<file path="config.mk">
export PLATFORM = sky130hd
export DESIGN_NAME = mdu_iter
export DESIGN_NICKNAME = d
export VERILOG_FILES = /design/src/rtl/mdu_iter.sv
export SDC_FILE = /design/constraint.sdc
export NUM_CORES = 1
export LEC_CHECK = 0
export ABC_AREA = 1
export CAP_MARGIN = 15
export CORE_UTILIZATION = 50
export DETAILED_ROUTE_END_ITERATION = 10
export PLACE_DENSITY = 0.68
export SKIP_LAST_GASP = 1
export SYNTH_ARGS = -nofsm -noshare
export SYNTH_HDL_FRONTEND = slang
export SYNTH_SLANG_ARGS = --single-unit
</file>
<file path="constraint.sdc">
create_clock -name clk -period 6.7 [get_ports clk]
set_input_delay 1.34 -clock clk [delete_from_list [all_inputs] [get_ports clk]]
set_output_delay 1.34 -clock clk [all_outputs]
set_load 0.01 [all_outputs]
</file>
<file path="src/rtl/mdu_iter.sv">
// mdu_iter: shared iterative multiply/divide unit (shift-add multiply, restoring divide).
// Define MDU_MUL_EARLY_OUT_EN to let a multiply finish once no multiplier bits remain.
module mdu_iter #(
  parameter int WIDTH = 32,
  parameter int CNT_W = $clog2(WIDTH) + 1
) (
  input  logic               clk,
  input  logic               resetn,
  input  logic               start_i,
  input  logic [1:0]         op_i,
  input  logic [WIDTH-1:0]   opdata1_i,
  input  logic [WIDTH-1:0]   opdata2_i,
  input  logic               annul_i,
  output logic [2*WIDTH-1:0] result_o,
  output logic               ready_o,
  output logic               div0_o,
  output logic               stallreq_o
);

  typedef enum logic [1:0] {
    S_IDLE = 2'd0,
    S_CALC = 2'd1,
    S_DONE = 2'd2
  } state_t;

  function automatic logic [WIDTH-1:0] cond_neg_w(input logic [WIDTH-1:0] v, input logic neg);
    return neg ? (~v + 1'b1) : v;
  endfunction

  function automatic logic [2*WIDTH-1:0] cond_neg_2w(input logic [2*WIDTH-1:0] v, input logic neg);
    return neg ? (~v + 1'b1) : v;
  endfunction

  state_t               state_q, state_d;
  logic [1:0]           op_q, op_d;
  logic                 neg_res_q, neg_res_d;
  logic                 neg_rem_q, neg_rem_d;
  logic [CNT_W-1:0]     cnt_q, cnt_d;
  logic [2*WIDTH-1:0]   result_q, result_d;
  logic                 ready_q, ready_d;
  logic                 div0_q, div0_d;
  // acc: product accumulator (mul) or partial remainder in the low WIDTH+1 bits (div).
  // sh:  shifting multiplicand (mul) or dividend/quotient shift register in the low WIDTH bits (div).
  // opb: right-shifting multiplier (mul) or divisor magnitude (div).
  logic [2*WIDTH-1:0]   acc_q, acc_d;
  logic [2*WIDTH-1:0]   sh_q, sh_d;
  logic [WIDTH-1:0]     opb_q, opb_d;

  logic                 in_div, in_neg1, in_neg2;
  logic [2*WIDTH-1:0]   mul_add, prod_nx;
  logic [WIDTH:0]       rem_sh, rem_nx;
  logic                 div_ge;
  logic [WIDTH-1:0]     quo_nx;
  logic                 last_iter, early_out;
  logic [2*WIDTH-1:0]   fin_res;

  assign in_div  = op_i[1];
  assign in_neg1 = ~op_i[0] & opdata1_i[WIDTH-1];
  assign in_neg2 = ~op_i[0] & opdata2_i[WIDTH-1];

  // One iteration of each algorithm, evaluated from the current registers.
  assign mul_add = opb_q[0] ? sh_q : '0;
  assign prod_nx = acc_q + mul_add;
  assign rem_sh  = {acc_q[WIDTH-1:0], sh_q[WIDTH-1]};
  assign div_ge  = rem_sh >= {1'b0, opb_q};
  assign rem_nx  = div_ge ? (rem_sh - {1'b0, opb_q}) : rem_sh;
  assign quo_nx  = {sh_q[WIDTH-2:0], div_ge};

  assign last_iter = (cnt_q == CNT_W'(WIDTH - 1));

`ifdef MDU_MUL_EARLY_OUT_EN
  assign early_out = ~op_q[1] & ~|opb_q[WIDTH-1:1];
`else
  assign early_out = 1'b0;
`endif

  assign fin_res = op_q[1]
                 ? {cond_neg_w(rem_nx[WIDTH-1:0], neg_rem_q), cond_neg_w(quo_nx, neg_res_q)}
                 : cond_neg_2w(prod_nx, neg_res_q);

  always_comb begin
    state_d   = state_q;
    op_d      = op_q;
    neg_res_d = neg_res_q;
    neg_rem_d = neg_rem_q;
    cnt_d     = cnt_q;
    result_d  = result_q;
    ready_d   = ready_q;
    div0_d    = div0_q;
    acc_d     = acc_q;
    sh_d      = sh_q;
    opb_d     = opb_q;

    case (state_q)
      S_IDLE: begin
        if (start_i) begin
          op_d      = op_i;
          neg_res_d = in_neg1 ^ in_neg2;
          neg_rem_d = in_neg1;
          cnt_d     = '0;
          acc_d     = '0;
          sh_d      = {{WIDTH{1'b0}}, cond_neg_w(opdata1_i, in_neg1)};
          opb_d     = cond_neg_w(opdata2_i, in_neg2);
          if (in_div && (opdata2_i == '0)) begin
            state_d  = S_DONE;
            result_d = {opdata1_i, {WIDTH{1'b1}}};
            ready_d  = 1'b1;
            div0_d   = 1'b1;
          end else begin
            state_d = S_CALC;
            ready_d = 1'b0;
            div0_d  = 1'b0;
          end
        end
      end
      S_CALC: begin
        cnt_d = cnt_q + 1'b1;
        if (op_q[1]) begin
          acc_d = {{(WIDTH-1){1'b0}}, rem_nx};
          sh_d  = {{WIDTH{1'b0}}, quo_nx};
        end else begin
          acc_d = prod_nx;
          sh_d  = sh_q << 1;
          opb_d = opb_q >> 1;
        end
        if (last_iter || early_out) begin
          state_d  = S_DONE;
          result_d = fin_res;
          ready_d  = 1'b1;
          div0_d   = 1'b0;
        end
      end
      S_DONE: begin
        if (!start_i) begin
          state_d = S_IDLE;
          ready_d = 1'b0;
          div0_d  = 1'b0;
        end
      end
      default: begin
        state_d = S_IDLE;
        ready_d = 1'b0;
        div0_d  = 1'b0;
      end
    endcase

    // Flush wins over everything, including a same-cycle start.
    if (annul_i) begin
      state_d  = S_IDLE;
      cnt_d    = '0;
      result_d = '0;
      ready_d  = 1'b0;
      div0_d   = 1'b0;
    end
  end

  always_ff @(posedge clk or negedge resetn) begin
    if (!resetn) begin
      state_q   <= S_IDLE;
      op_q      <= 2'b00;
      neg_res_q <= 1'b0;
      neg_rem_q <= 1'b0;
      cnt_q     <= '0;
      result_q  <= '0;
      ready_q   <= 1'b0;
      div0_q    <= 1'b0;
    end else begin
      state_q   <= state_d;
      op_q      <= op_d;
      neg_res_q <= neg_res_d;
      neg_rem_q <= neg_rem_d;
      cnt_q     <= cnt_d;
      result_q  <= result_d;
      ready_q   <= ready_d;
      div0_q    <= div0_d;
    end
  end

  // Datapath registers are always loaded before use, so they carry no reset.
  always_ff @(posedge clk) begin
    acc_q <= acc_d;
    sh_q  <= sh_d;
    opb_q <= opb_d;
  end

  assign result_o   = result_q;
  assign ready_o    = ready_q;
  assign div0_o     = div0_q;
  assign stallreq_o = start_i & ~ready_q;

endmodule

</file>
==> results.yml <==
logic_synthesis:
  synth_top_family_by_area: "simple AND/OR/NAND/NOR gates"
  yosys.area.top_type_share_pct: 23.34
  syn_area_per_cell_um2: 5.900
  synth_async_sr_flop_share_pct: 32.20
  synth-seq-cells: 236
  synth-simple-area-share_pct: 43.70
  synth_area_leader_cell: "nand2_1"
  synth_nets: 4536
  adder_and_majority_cell_fraction_of_the_synthesized_area_pct: 5.115
  post_synth_xor_area_fraction_pct: 1.974
  synth_compound_gate_area_share_pct: 10.02
  post_synth_num_cell_types: 60
  yosysMostFrequentCell: "nand2_1"
  syn-cell-area_um2: 25730
  postSynthCellCount: 4362
  synth_ff_type: "edfxtp_1"
  ys.warnings.count: 0
  yosysSeqAreaShare_pct: 26.06
  ys_top_cells_by_area: "nand2_1 (23%), edfxtp_1 (19%), inv_1 (11%)"
  synthTopCellsByCount: "nand2_1 (1600), inv_1 (752), nor2_1 (404)"
  mux_cell_area_share_after_synthesis_pct: 0
  number_of_enable_type_register_cells_in_the_synthesized_netlist: 160
die:
  floorplan.initialDensity_pct: 50.98
  fp.dieArea_um2: 52380
  die_w_um: 228.9
  die_height_um: 228.9
  floorplan.core_area_um2: 50480
  row_count: 82
  boundaryPins: 137
timing:
  max_freq_mhz: 195.2
  finalMaxSlewViolations: 0
  min_period_over_period_pct: 76.46
  tns_ns: 0
  finalHoldViolCount: 0
  period_minus_slack_ns: 5.123
  rsz0062_at_grt: "false"
  setup-violations-final: 0
  final.setup_skew_ns: 0.03366
  relSlewSlack_pct: 23.29
  worst-slew-pin-transition_ns: 1.144
worst_setup_path:
  crit_path_max_fanout: 40
  critPathRequiredTime_ns: 7.19
  criticalPathCategory: "reg -> reg"
  max_stage_delay_ns: 0.83
  timing.critical_path.arrival_ns: 5.61
  cp_common_cell: "nand2_1"
  critPathCaptureType: "register"
  worst_path_max_delay_cell: "edfxtp_1"
  cp-start-kind: "register"
final_layout:
  final_cell_count_no_fill: 5143
  nets: 4621
  layout-drive-gt1-share_pct: 5.124
  syn_to_final_growth_pct: 11.05
  finish.instance_area_um2: 28580
routing:
  ant_nets: 0
  post_route_drc: 0
  wl_per_cell_um: 20.96
  avgViaCountPerCell: 5.661
  detail_route.wirelength_um: 107800
  route.vias.total: 29110
  starting_drt_drc_count: 3648
  drt-pass1-iter-count: 6
clock_network:
  cts-hold-fix-buffers: 0
  cts.reportedPaths.clkPinSlew_ns: 0.06
  cts.htree.levels: 1
  cts_tree: "done"
  clkLatencyLatePin_ns: 0.62
  ctsRootBufferMaster: "clkbuf_16"
  tritoncts.num_buffers: 29
  cts_setup_buffers: 0
  ctsResizeCount: 0
  clock_sink_count: 236
  cts_max_path_buffers: 3
placed_design:
  post_dp_cell_area_um2: 27650
  dpl.hpwl_um: 87530
  port-buffer-count: 136
  placed_cells_incl_taps: 5086
  gpl.final_weighted_congestion: 1.097
run:
  max-cap-violations: 0
global_route:
  grt_first_pass_wirelength_um: 160900
  grt_remaining_overflow: 0
  grt_pass1_vias: 26290
  grt_start_max_net_pins: 99
  antenna_found_initial: 5
  globalRouteTotalUtil_pct: 40.47
outcome:
  run_status: "completed"
hold_path:
  hp-class: "reg -> reg"
## metal layers
metal	vias up	GRT usage (%)	part of all wire [%]
li1	13950	-	-
met1	13260	58.67	44
met2	1645	59.11	41
met3	251	7.697	11
met4	6	15.31	4.4
met5	-	0	0.038
## layout make-up
type | instances | area (um^2)
Timing Repair Buffer | 158 | 1544
Inverter | 775 | 2910
Multi-Input combinational cell | 3247 | 15680
Antenna cell | 2 | 5.005
Fill cell | 5330 | 21900
Sequential cell | 236 | 6709
Clock buffer | 37 | 775.7
Clock inverter | 16 | 117.6
Tap cell | 672 | 840.8
## registers in the layout (all words and copies together), names as in the netlist
register   flops
op_q           1
neg_res_q      1
sh_q          64
state_q        2
opb_q         32
div0_o         1
result_o      64
neg_rem_q      1
acc_q         64
cnt_q          6
## worst paths after layout
| kind | startpoint | endpoint | slack, ns | cells after the start |
|---|---|---|---|---|
| min in group asynchronous | resetn | result_o[58]$_DFFE_PN0P_ | 0.64 | 1 |
| min | result_o[29]$_DFFE_PN0P_ | result_o[29]$_DFFE_PN0P_ | 0.48 | 2 |
| max in group asynchronous | resetn | neg_res_q$_DFFE_PN0P_ | 4.98 | 2 |
| max reg2reg | opb_q[0]$_DFFE_PP_ | result_o[24]$_DFFE_PN0P_ | 1.58 | 29 |
| min reg2reg | result_o[29]$_DFFE_PN0P_ | result_o[29]$_DFFE_PN0P_ | 0.48 | 2 |
| max | opb_q[0]$_DFFE_PP_ | result_o[24]$_DFFE_PN0P_ | 1.58 | 29 |
## critical path, delay by kind of cell, from the launching register on
kind	cells	cell delay [ns]
and+or+nand+nor	20	2.69
DFF	1	0.83
buffers and inverters	3	0.53
AOI/OAI and AO/OA	4	0.50
adders and majority gates	2	0.45
## cell usage in the layout (no fill, tap or decap), types with 30 or more instances in the layout
cell                n
ha_1              102
nor3_1             53
nor2_1            403
dfrtp_1            74
xnor2_1            30
nand2_1          1598
clkdlybuf4s50_1   135
edfxtp_1          160
nand2_2            44
nor2_2             32
inv_1             751
nand4_1            56
o21ai_0           173
a21oi_1           135
o22ai_1            35
nand3_1           316
nand3b_1           41
## logic make-up (layout without fill, tap and decap cells)
family / Yosys count / after routing
other cells: 0 / 2
simple gates: 2634 / 2634
fa+ha+maj: 104 / 104
xor+xnor: 58 / 58
flops: 236 / 236
compound gates: 451 / 451
buf+inv: 879 / 986
## metrics by stage
stage | setup slack [ns] | hold WS (ns) | util [%]
floorplan | 0.8388 | 0.4880 | -
global placement | 1.560 | 0.4691 | 54.77
detailed placement | 1.443 | 0.4679 | 54.77
CTS | 1.441 | 0.4835 | 56.54
global route | 1.081 | 0.5022 | 56.61
finish | 1.577 | 0.4801 | 56.62
Power is not shown: default switching activity piles up to over one toggle a cycle in this logic, so the estimate is an artifact.
